## src/rtl/timer_count_ctrl_if.sv

```systemverilog
//------------------------------------------------------------------------------
// Module      : timer_count_ctrl_if
// Description : Register-side bundle for timer_count_ctrl. Carries the control
//               inputs from the register block and the count/status outputs
//               back to it. Compare signals exist only with TMR_CMP_EN.
// Revision    : 1.0 - initial release
//------------------------------------------------------------------------------
`default_nettype none

interface timer_count_ctrl_if #(
  parameter int WIDTH = 8
);
  logic             tc_en;
  logic             tc_updown;
  logic [1:0]       sc_cks;
  logic             tdr_load;
  logic [WIDTH-1:0] tdr_data;
  logic             ovf_ie;
  logic             udf_ie;
  logic             clr_ovf;
  logic             clr_udf;
  logic [WIDTH-1:0] tcnt;
  logic             tick;
  logic             ovf_flag;
  logic             udf_flag;
  logic             irq;
`ifdef TMR_CMP_EN
  logic [WIDTH-1:0] tcmp;
  logic             cmp_ie;
  logic             clr_cmp;
  logic             cmp_flag;
`endif

  // Register block side: drives controls, observes count and status
  modport master (
    output tc_en, tc_updown, sc_cks, tdr_load, tdr_data,
    output ovf_ie, udf_ie, clr_ovf, clr_udf,
`ifdef TMR_CMP_EN
    output tcmp, cmp_ie, clr_cmp,
    input  cmp_flag,
`endif
    input  tcnt, tick, ovf_flag, udf_flag, irq
  );

  // Timer control side
  modport slave (
    input  tc_en, tc_updown, sc_cks, tdr_load, tdr_data,
    input  ovf_ie, udf_ie, clr_ovf, clr_udf,
`ifdef TMR_CMP_EN
    input  tcmp, cmp_ie, clr_cmp,
    output cmp_flag,
`endif
    output tcnt, tick, ovf_flag, udf_flag, irq
  );
endinterface

`default_nettype wire

```

## src/rtl/timer_count_ctrl.sv

```systemverilog
//------------------------------------------------------------------------------
// Module      : timer_count_ctrl
// Description : Timer control/sequencing. Produces a single-cycle count-enable
//               tick at sc_clk/2,/4,/8,/16 and drives an up/down TCNT with
//               load, sticky overflow/underflow flags and an interrupt request.
//               Optional compare match flag enabled by macro TMR_CMP_EN.
// Revision    : 1.0 - initial release
//------------------------------------------------------------------------------
`default_nettype none

module timer_count_ctrl #(
  parameter int WIDTH = 8
) (
  input  wire logic          sc_clk,
  input  wire logic          sc_reset_n,
  timer_count_ctrl_if.slave  bus
);

  typedef enum logic [0:0] {
    IDLE = 1'b0,
    RUN  = 1'b1
  } state_t;

  localparam logic [WIDTH-1:0] TCNT_MAX = '1;
  localparam logic [WIDTH-1:0] TCNT_MIN = '0;

  state_t           state;
  logic [3:0]       div_cnt;
  logic [1:0]       cks_q;
  logic             tick_q;
  logic [WIDTH-1:0] tcnt_q;
  logic             ovf_q;
  logic             udf_q;

  logic [3:0]       tick_mask;
  logic             cks_change;
  logic             tick_cond;
  logic             count_en;
  logic             wrap_up;
  logic             wrap_dn;
  logic [WIDTH-1:0] tcnt_next;

  // Divider bits that must all be ones to end a prescale period
  always_comb begin
    tick_mask = 4'b0001;
    case (bus.sc_cks)
      2'b00:   tick_mask = 4'b0001;
      2'b01:   tick_mask = 4'b0011;
      2'b10:   tick_mask = 4'b0111;
      default: tick_mask = 4'b1111;
    endcase
  end

  // A prescale change or a load restarts the period, so neither may tick
  assign cks_change = (bus.sc_cks != cks_q);
  assign tick_cond  = (state == RUN) && !cks_change && !bus.tdr_load &&
                      ((div_cnt & tick_mask) == tick_mask);

  // A registered tick is honoured only while still running and enabled
  assign count_en = tick_q && (state == RUN) && bus.tc_en;
  assign wrap_up  = count_en && !bus.tdr_load && !bus.tc_updown && (tcnt_q == TCNT_MAX);
  assign wrap_dn  = count_en && !bus.tdr_load &&  bus.tc_updown && (tcnt_q == TCNT_MIN);

  // Next count: load wins over a coincident tick
  always_comb begin
    tcnt_next = tcnt_q;
    if (bus.tdr_load) begin
      tcnt_next = bus.tdr_data;
    end else if (count_en) begin
      tcnt_next = bus.tc_updown ? (tcnt_q - WIDTH'(1)) : (tcnt_q + WIDTH'(1));
    end
  end

  // Run/idle sequencing, prescale divider and tick register
  always_ff @(posedge sc_clk or negedge sc_reset_n) begin
    if (!sc_reset_n) begin
      state   <= IDLE;
      div_cnt <= 4'd0;
      cks_q   <= 2'b00;
      tick_q  <= 1'b0;
    end else begin
      cks_q  <= bus.sc_cks;
      tick_q <= tick_cond;
      case (state)
        IDLE: begin
          div_cnt <= 4'd0;
          if (bus.tc_en) state <= RUN;
        end
        default: begin
          if (!bus.tc_en) begin
            state   <= IDLE;
            div_cnt <= 4'd0;
          end else if (bus.tdr_load || cks_change) begin
            div_cnt <= 4'd0;
          end else begin
            div_cnt <= div_cnt + 4'd1;
          end
        end
      endcase
    end
  end

  // Counter and sticky flags; a set in the same cycle beats a clear
  always_ff @(posedge sc_clk or negedge sc_reset_n) begin
    if (!sc_reset_n) begin
      tcnt_q <= '0;
      ovf_q  <= 1'b0;
      udf_q  <= 1'b0;
    end else begin
      tcnt_q <= tcnt_next;
      ovf_q  <= wrap_up | (ovf_q & ~bus.clr_ovf);
      udf_q  <= wrap_dn | (udf_q & ~bus.clr_udf);
    end
  end

`ifdef TMR_CMP_EN
  logic cmp_q;
  logic cmp_set;

  assign cmp_set = (bus.tdr_load || count_en) && (tcnt_next == bus.tcmp);

  // Compare match flag, set when a load or tick lands on tcmp
  always_ff @(posedge sc_clk or negedge sc_reset_n) begin
    if (!sc_reset_n) begin
      cmp_q <= 1'b0;
    end else begin
      cmp_q <= cmp_set | (cmp_q & ~bus.clr_cmp);
    end
  end

  assign bus.cmp_flag = cmp_q;
  assign bus.irq      = (ovf_q & bus.ovf_ie) | (udf_q & bus.udf_ie) | (cmp_q & bus.cmp_ie);
`else
  assign bus.irq      = (ovf_q & bus.ovf_ie) | (udf_q & bus.udf_ie);
`endif

  assign bus.tcnt     = tcnt_q;
  assign bus.tick     = tick_q;
  assign bus.ovf_flag = ovf_q;
  assign bus.udf_flag = udf_q;

endmodule

`default_nettype wire

```

## src/flat_wrapper.sv

```systemverilog
// flat-port wrapper written by rule: the top's interface ports become plain ports
module timer_count_ctrl_flat 
#(
  parameter int WIDTH = 8
)
  (sc_clk, sc_reset_n, bus_tc_en, bus_tc_updown, bus_sc_cks, bus_tdr_load, bus_tdr_data, bus_ovf_ie, bus_udf_ie, bus_clr_ovf, bus_clr_udf, bus_tcnt, bus_tick, bus_ovf_flag, bus_udf_flag, bus_irq);
  timer_count_ctrl_if #(.WIDTH(WIDTH)) bus_i ();
  input  wire logic sc_clk;
  input  wire logic sc_reset_n;
  input wire logic [$bits(bus_i.tc_en)-1:0] bus_tc_en;
  input wire logic [$bits(bus_i.tc_updown)-1:0] bus_tc_updown;
  input wire logic [$bits(bus_i.sc_cks)-1:0] bus_sc_cks;
  input wire logic [$bits(bus_i.tdr_load)-1:0] bus_tdr_load;
  input wire logic [$bits(bus_i.tdr_data)-1:0] bus_tdr_data;
  input wire logic [$bits(bus_i.ovf_ie)-1:0] bus_ovf_ie;
  input wire logic [$bits(bus_i.udf_ie)-1:0] bus_udf_ie;
  input wire logic [$bits(bus_i.clr_ovf)-1:0] bus_clr_ovf;
  input wire logic [$bits(bus_i.clr_udf)-1:0] bus_clr_udf;
  output wire logic [$bits(bus_i.tcnt)-1:0] bus_tcnt;
  output wire logic [$bits(bus_i.tick)-1:0] bus_tick;
  output wire logic [$bits(bus_i.ovf_flag)-1:0] bus_ovf_flag;
  output wire logic [$bits(bus_i.udf_flag)-1:0] bus_udf_flag;
  output wire logic [$bits(bus_i.irq)-1:0] bus_irq;
  assign bus_i.tc_en = bus_tc_en;
  assign bus_i.tc_updown = bus_tc_updown;
  assign bus_i.sc_cks = bus_sc_cks;
  assign bus_i.tdr_load = bus_tdr_load;
  assign bus_i.tdr_data = bus_tdr_data;
  assign bus_i.ovf_ie = bus_ovf_ie;
  assign bus_i.udf_ie = bus_udf_ie;
  assign bus_i.clr_ovf = bus_clr_ovf;
  assign bus_i.clr_udf = bus_clr_udf;
  assign bus_tcnt = bus_i.tcnt;
  assign bus_tick = bus_i.tick;
  assign bus_ovf_flag = bus_i.ovf_flag;
  assign bus_udf_flag = bus_i.udf_flag;
  assign bus_irq = bus_i.irq;
  timer_count_ctrl #(.WIDTH(WIDTH)) u_core (.sc_clk(sc_clk), .sc_reset_n(sc_reset_n), .bus(bus_i));
endmodule
```

## config.mk

```make
export PLATFORM = sky130hd
export DESIGN_NAME = timer_count_ctrl_flat
export DESIGN_NICKNAME = d
export VERILOG_FILES = /design/src/rtl/timer_count_ctrl_if.sv /design/src/rtl/timer_count_ctrl.sv /design/src/flat_wrapper.sv
export SDC_FILE = /design/constraint.sdc
export NUM_CORES = 1
export LEC_CHECK = 0
export CAP_MARGIN = 10
export CORE_MARGIN = 5
export CORE_UTILIZATION = 47
export DETAILED_ROUTE_END_ITERATION = 6
export PLACE_DENSITY = 0.78
export SYNTH_ARGS = -nofsm -noshare
export SYNTH_HDL_FRONTEND = slang
export SYNTH_SLANG_ARGS = --single-unit
```

## constraint.sdc

```tcl
create_clock -name sc_clk -period 2.61 [get_ports sc_clk]
set_input_delay 0.783 -clock sc_clk [delete_from_list [all_inputs] [get_ports sc_clk]]
set_output_delay 0.783 -clock sc_clk [all_outputs]
set_load 0.02 [all_outputs]
```

Yosys cells after proc, flatten, opt, wreduce, memory -nomap -nowiden
Index checks and enable logic that the tools add are counted.
- add/subtract/negate cells: 3
- equality and inequality tests: 5
- muxes and demuxes: 8
- bitwise gates (word level): 10
- reduce and logical (&&, ||, !) cells: 17
- operators with widths (cell ; number):
    $mux W8 ; 3
    $mux W4 ; 3
    $pmux W4 S3 ; 1
    $logic_and A1 B1 Y1 ; 10
    $add A8 B1 Y8 const B ; 1
    $eq A8 B8 Y1 const B ; 1
    $logic_not A8 Y1 ; 1
    $sub A8 B1 Y8 const B ; 1
    $add A4 B1 Y4 const B ; 1
    $and A1 B1 Y1 ; 4
    $and A4 B4 Y4 ; 1
    $eq A4 B4 Y1 ; 1
    $logic_not A1 Y1 ; 3
    $or A1 B1 Y1 ; 3
    $eq A2 B1 Y1 const B ; 1
    $eq A2 B2 Y1 const B ; 1
    $logic_not A2 Y1 ; 1
    $ne A2 B2 Y1 ; 1
    $not A1 Y1 ; 2
    $reduce_bool A2 Y1 ; 1
    $logic_or A1 B1 Y1 ; 1
    $mux W1 ; 1
- register bits after elaboration: 18
- input bits: 19
- output and inout bits: 12
- logic and storage cells: 50

Logic depth before layout (Yosys ltp)
- word-level depth: 6
- depth in mapped cells: 7
- depth with buffers taken out: 7

Least setup slack after synthesis
Ideal clock, no wire load.
- kind: input port to flip-flop
- from: input bus_tc_updown
- to: register u_core.tcnt_q[7], in the netlist u_core.bus.tcnt[7]
- library setup time: 0.092 ns
- data arrival time: 2.150 ns
- data required time: 2.518 ns
- path slack: 0.368 ns
- cell stages on the path: 6
- path buffers: 0
- cells stage by stage: ha_1 > a211oi_2 > nor3_1 > o2111a_1 > o31a_1 > o31ai_2
- longest elaborated chain between the ends: 3
- ends and longest elaborated chain (what ; line ; RTL):
    start, declared ; flat_wrapper.sv:11 ; input wire logic [$bits(bus_i.tc_updown)-1:0] bus_tc_updown;
    $mux W8 ; timer_count_ctrl.sv:70 ; tcnt_next = bus.tc_updown ? (tcnt_q - WIDTH'(1)) : (tcnt_q + WIDTH'(1));
    $mux W8 ; timer_count_ctrl.sv:69 ; end else if (count_en) begin
    $mux W8 ; timer_count_ctrl.sv:67 ; if (bus.tdr_load) begin
    end signal, assigned ; timer_count_ctrl.sv:110 ; tcnt_q <= tcnt_next;
    end, declared ; timer_count_ctrl.sv:31 ; logic [WIDTH-1:0] tcnt_q;
Every way passes these cells. The select of a mux whose other input is x is not followed.
A chain may end at the register's enable or synchronous reset.

Final worst setup path
- from: input bus_ovf_ie
- to: output bus_irq
- longest elaborated chain between the ends: 2
- ends and longest elaborated chain (what ; line ; RTL):
    start, declared ; flat_wrapper.sv:15 ; input wire logic [$bits(bus_i.ovf_ie)-1:0] bus_ovf_ie;
    $and A1 B1 Y1 ; timer_count_ctrl.sv:134 ; assign bus.irq = (ovf_q & bus.ovf_ie) | (udf_q & bus.udf_ie);
    $or A1 B1 Y1 ; timer_count_ctrl.sv:134 ;
    end, declared ; flat_wrapper.sv:23 ; output wire logic [$bits(bus_i.irq)-1:0] bus_irq;
Every way passes these cells.

==> out/qor.csv <==
metric,value,unit
p_per_area,414.2,mW/mm^2
hold_path_startpoint,u_core.div_cnt[0],
ff_latch_area,450.4,um^2
crit_buf_inv,2,
syn_nets,152,
post-route-period-util,0.9630,
cp-start-kind,input pin,
postPlaceCellArea,0.001540,mm^2
syn_area,0.001131,mm^2
dr.pass1.iters,4,
synth.distinct_cells,34,
gp_congestion,0.8337,
cts_sinks,18,
die_w,59.06,um
drive_gt1_frac,0.1145,
grt_start_max_net_pins,19,
worstMarginPinSlew,0.3579,ns
die_h,59.06,um
hp-class,flip-flop to flip-flop,
layout_commonest_cell,clkdlybuf4s50_1,
fillerInstances,201,
worstPathCellList,clkdlybuf4s50_1 > a22o_1 > dlygate4sd2_1,
port_buffers,30,
cp_max_fo,1,
fin_area,0.001569,mm^2
grt_overflow,0,
drv_slew,0,
cts_buffers,3,
avgSynthCellArea,9.049,um^2
irDropWorstVdd,0.0003402,V
grt_pass1_wl,5119,um
drt-total-wl,2960,um
initial_core_util,0.5017,
final_cell_mix,"clkdlybuf4s50_1 (28), dfrtp_1 (18), buf_4 (12), nand2_1 (10), a21oi_1 (10)",
crit_slowest_cell,clkdlybuf4s50_1,
end_kind,primary output,
via_count,1115,
synth-seq-cells,18,
area_delta_synth_final,38.72,%
clock_path_buffers,2,
startpoint,bus_ovf_ie,
yosysSeqAreaShare,0.3982,
cts_hold_buf,0,
timing.hold.ws,0.5178,ns
first_global_vias,1138,
drcViolationCount,0,
fin_nets,195,
max_clock_freq,0.3979,GHz
wl_per_cell,15.26,um
crit_required,1.83,ns
io_pins,31,
hold_violations,0,
max_stage_delay,0.41,ns
final.min_clock_period,2.513,ns
max_cap_viol_count,0,
drtIter0Drc,60,
cp.arrival,1.73,ns
synth_cells,125,
rows,17,
grt_usage,0.1925,
insertion_delay,0.30,ns
critPathTopFamily,buffers and inverters,
core-area,0.002255,mm^2
cts.htree.levels,1,
clk_pin_slew_worst_paths,0.09,ns
max-slew-margin-rel,0.7592,
drtAntennaViolNets,0,
antenna_found_initial,0,
r2r_start,u_core.bus.tcnt[1],
multi_input_area,639.4,um^2
via_per_inst,5.747,
rsz0062_at_grt,false,
antenna_cells,0,
setup_violations,0,
ys_warn_count,0,
cts-root-buf,clkbuf_4,
crit_type,input pin to primary output,
finClkSkew,0.009783,ns
cts_tree,yes,
p_leak,0.0006788,uW
run_status,"complete, no violations",
dieArea,0.003487,mm^2
dp_hpwl,2372,um
## final timing paths
kind,to,depth (start not counted),slack (ns)
min in group asynchronous,u_core.div_cnt[3],2,0.80
max in group asynchronous,u_core.bus.tcnt[0],2,1.61
setup / recovery,bus_irq,3,0.1
hold / removal,u_core.div_cnt[0],1,0.52
setup reg to reg,u_core.bus.tcnt[7],6,0.52
hold reg to reg,u_core.div_cnt[0],1,0.52
## per-layer routing
metal | GRT usage | up-vias | part of all wire
met2 | 0.3249 | 29 | 0.51
li1 | - | 540 | -
met5 | 0 | - | 0
met4 | 0.07443 | 0 | 0.020
met1 | 0.2425 | 539 | 0.41
met3 | 0.03486 | 7 | 0.057
## timing repair
item / CTS / global route
setup endpoints to repair: 1 / 2
setup buffers: 0 / 0
gates resized for setup: 1 / 3
endpoints found under the hold margin: 0 / 0
## Yosys cell counts
library cell	instances	share of area
mux2i_1	1	0.0088
a22o_1	1	0.0077
nand2_1	10	0.033
ha_1	7	0.077
o2111a_1	1	0.010
o21bai_1	1	0.0066
nand4b_1	1	0.0077
dfrtp_1	18	0.40
o31a_1	2	0.015
buf_1	1	0.0033
o32ai_1	2	0.015
fa_1	1	0.018
a211oi_2	1	0.011
a21o_2	1	0.0077
nor3_1	7	0.031
nand4_1	3	0.017
o21a_1	2	0.013
nor2_1	8	0.027
nand3_1	5	0.022
xnor2_1	2	0.015
nand3b_1	1	0.0066
nor2b_1	2	0.011
a21oi_1	10	0.044
nor3b_1	5	0.033
nor4_1	2	0.011
or3_1	2	0.011
inv_1	8	0.027
a211oi_1	3	0.020
buf_2	1	0.0044
xor2_1	3	0.023
o21ai_0	9	0.040
clkbuf_1	2	0.0066
o31ai_2	1	0.011
and3_1	1	0.0055
## flip-flops by register name, summed over array words and instances, names as in the netlist
name	cells
u_core.state	1
u_core.cks_q	2
u_core.bus.tick	1
u_core.bus.udf_flag	1
u_core.bus.tcnt	8
u_core.bus.ovf_flag	1
u_core.div_cnt	4
## power breakdown
group	internal, uW	switching [uW]	leakage, uW
clock	53.8	86.0	0.0000138
sequential	292	19.5	0.000229
combinational	104	93.9	0.000436
total	451	199	0.000679
## kinds of logic (layout without fill, tap and decap cells)
family,count (synthesis),after routing,share of synthesized area
multiplexers,1,1,0.008850
flip-flops,18,18,0.3982
XOR/XNOR,5,5,0.03872
buffers and inverters,12,53,0.04093
AO/OA/AOI/OAI,34,34,0.2024
adder cells (fa/ha/maj),8,8,0.09513
AND/OR/NAND/NOR,47,47,0.2157
## cell type report
type                       instances  area share
timing repair buffer              42      0.2496
sequential                        18      0.2871
multi-input combinational         95      0.4075
inverter                           8     0.01914
tap                               28     0.02233
clock buffer                       3     0.01435
## through the flow
| step | TNS [ns] | worst slack (ns) | std cells | util | total power, uW |
|---|---|---|---|---|---|
| final | 0 | 0.09653 | 194 | 0.6959 | 649.9 |
| after global placement | -0.5935 | -0.1991 | 191 | 0.6831 | 504.3 |
| after detailed placement | -0.7993 | -0.2952 | 191 | 0.6831 | 512.4 |
| after global routing | 0 | 0.06975 | 194 | 0.6959 | 686.9 |
| after CTS | 0 | 0.02595 | 194 | 0.6926 | 650.5 |
| after floorplan | 0 | 0.3683 | 125 | - | 410.6 |
(Power assumes the default switching activity.)
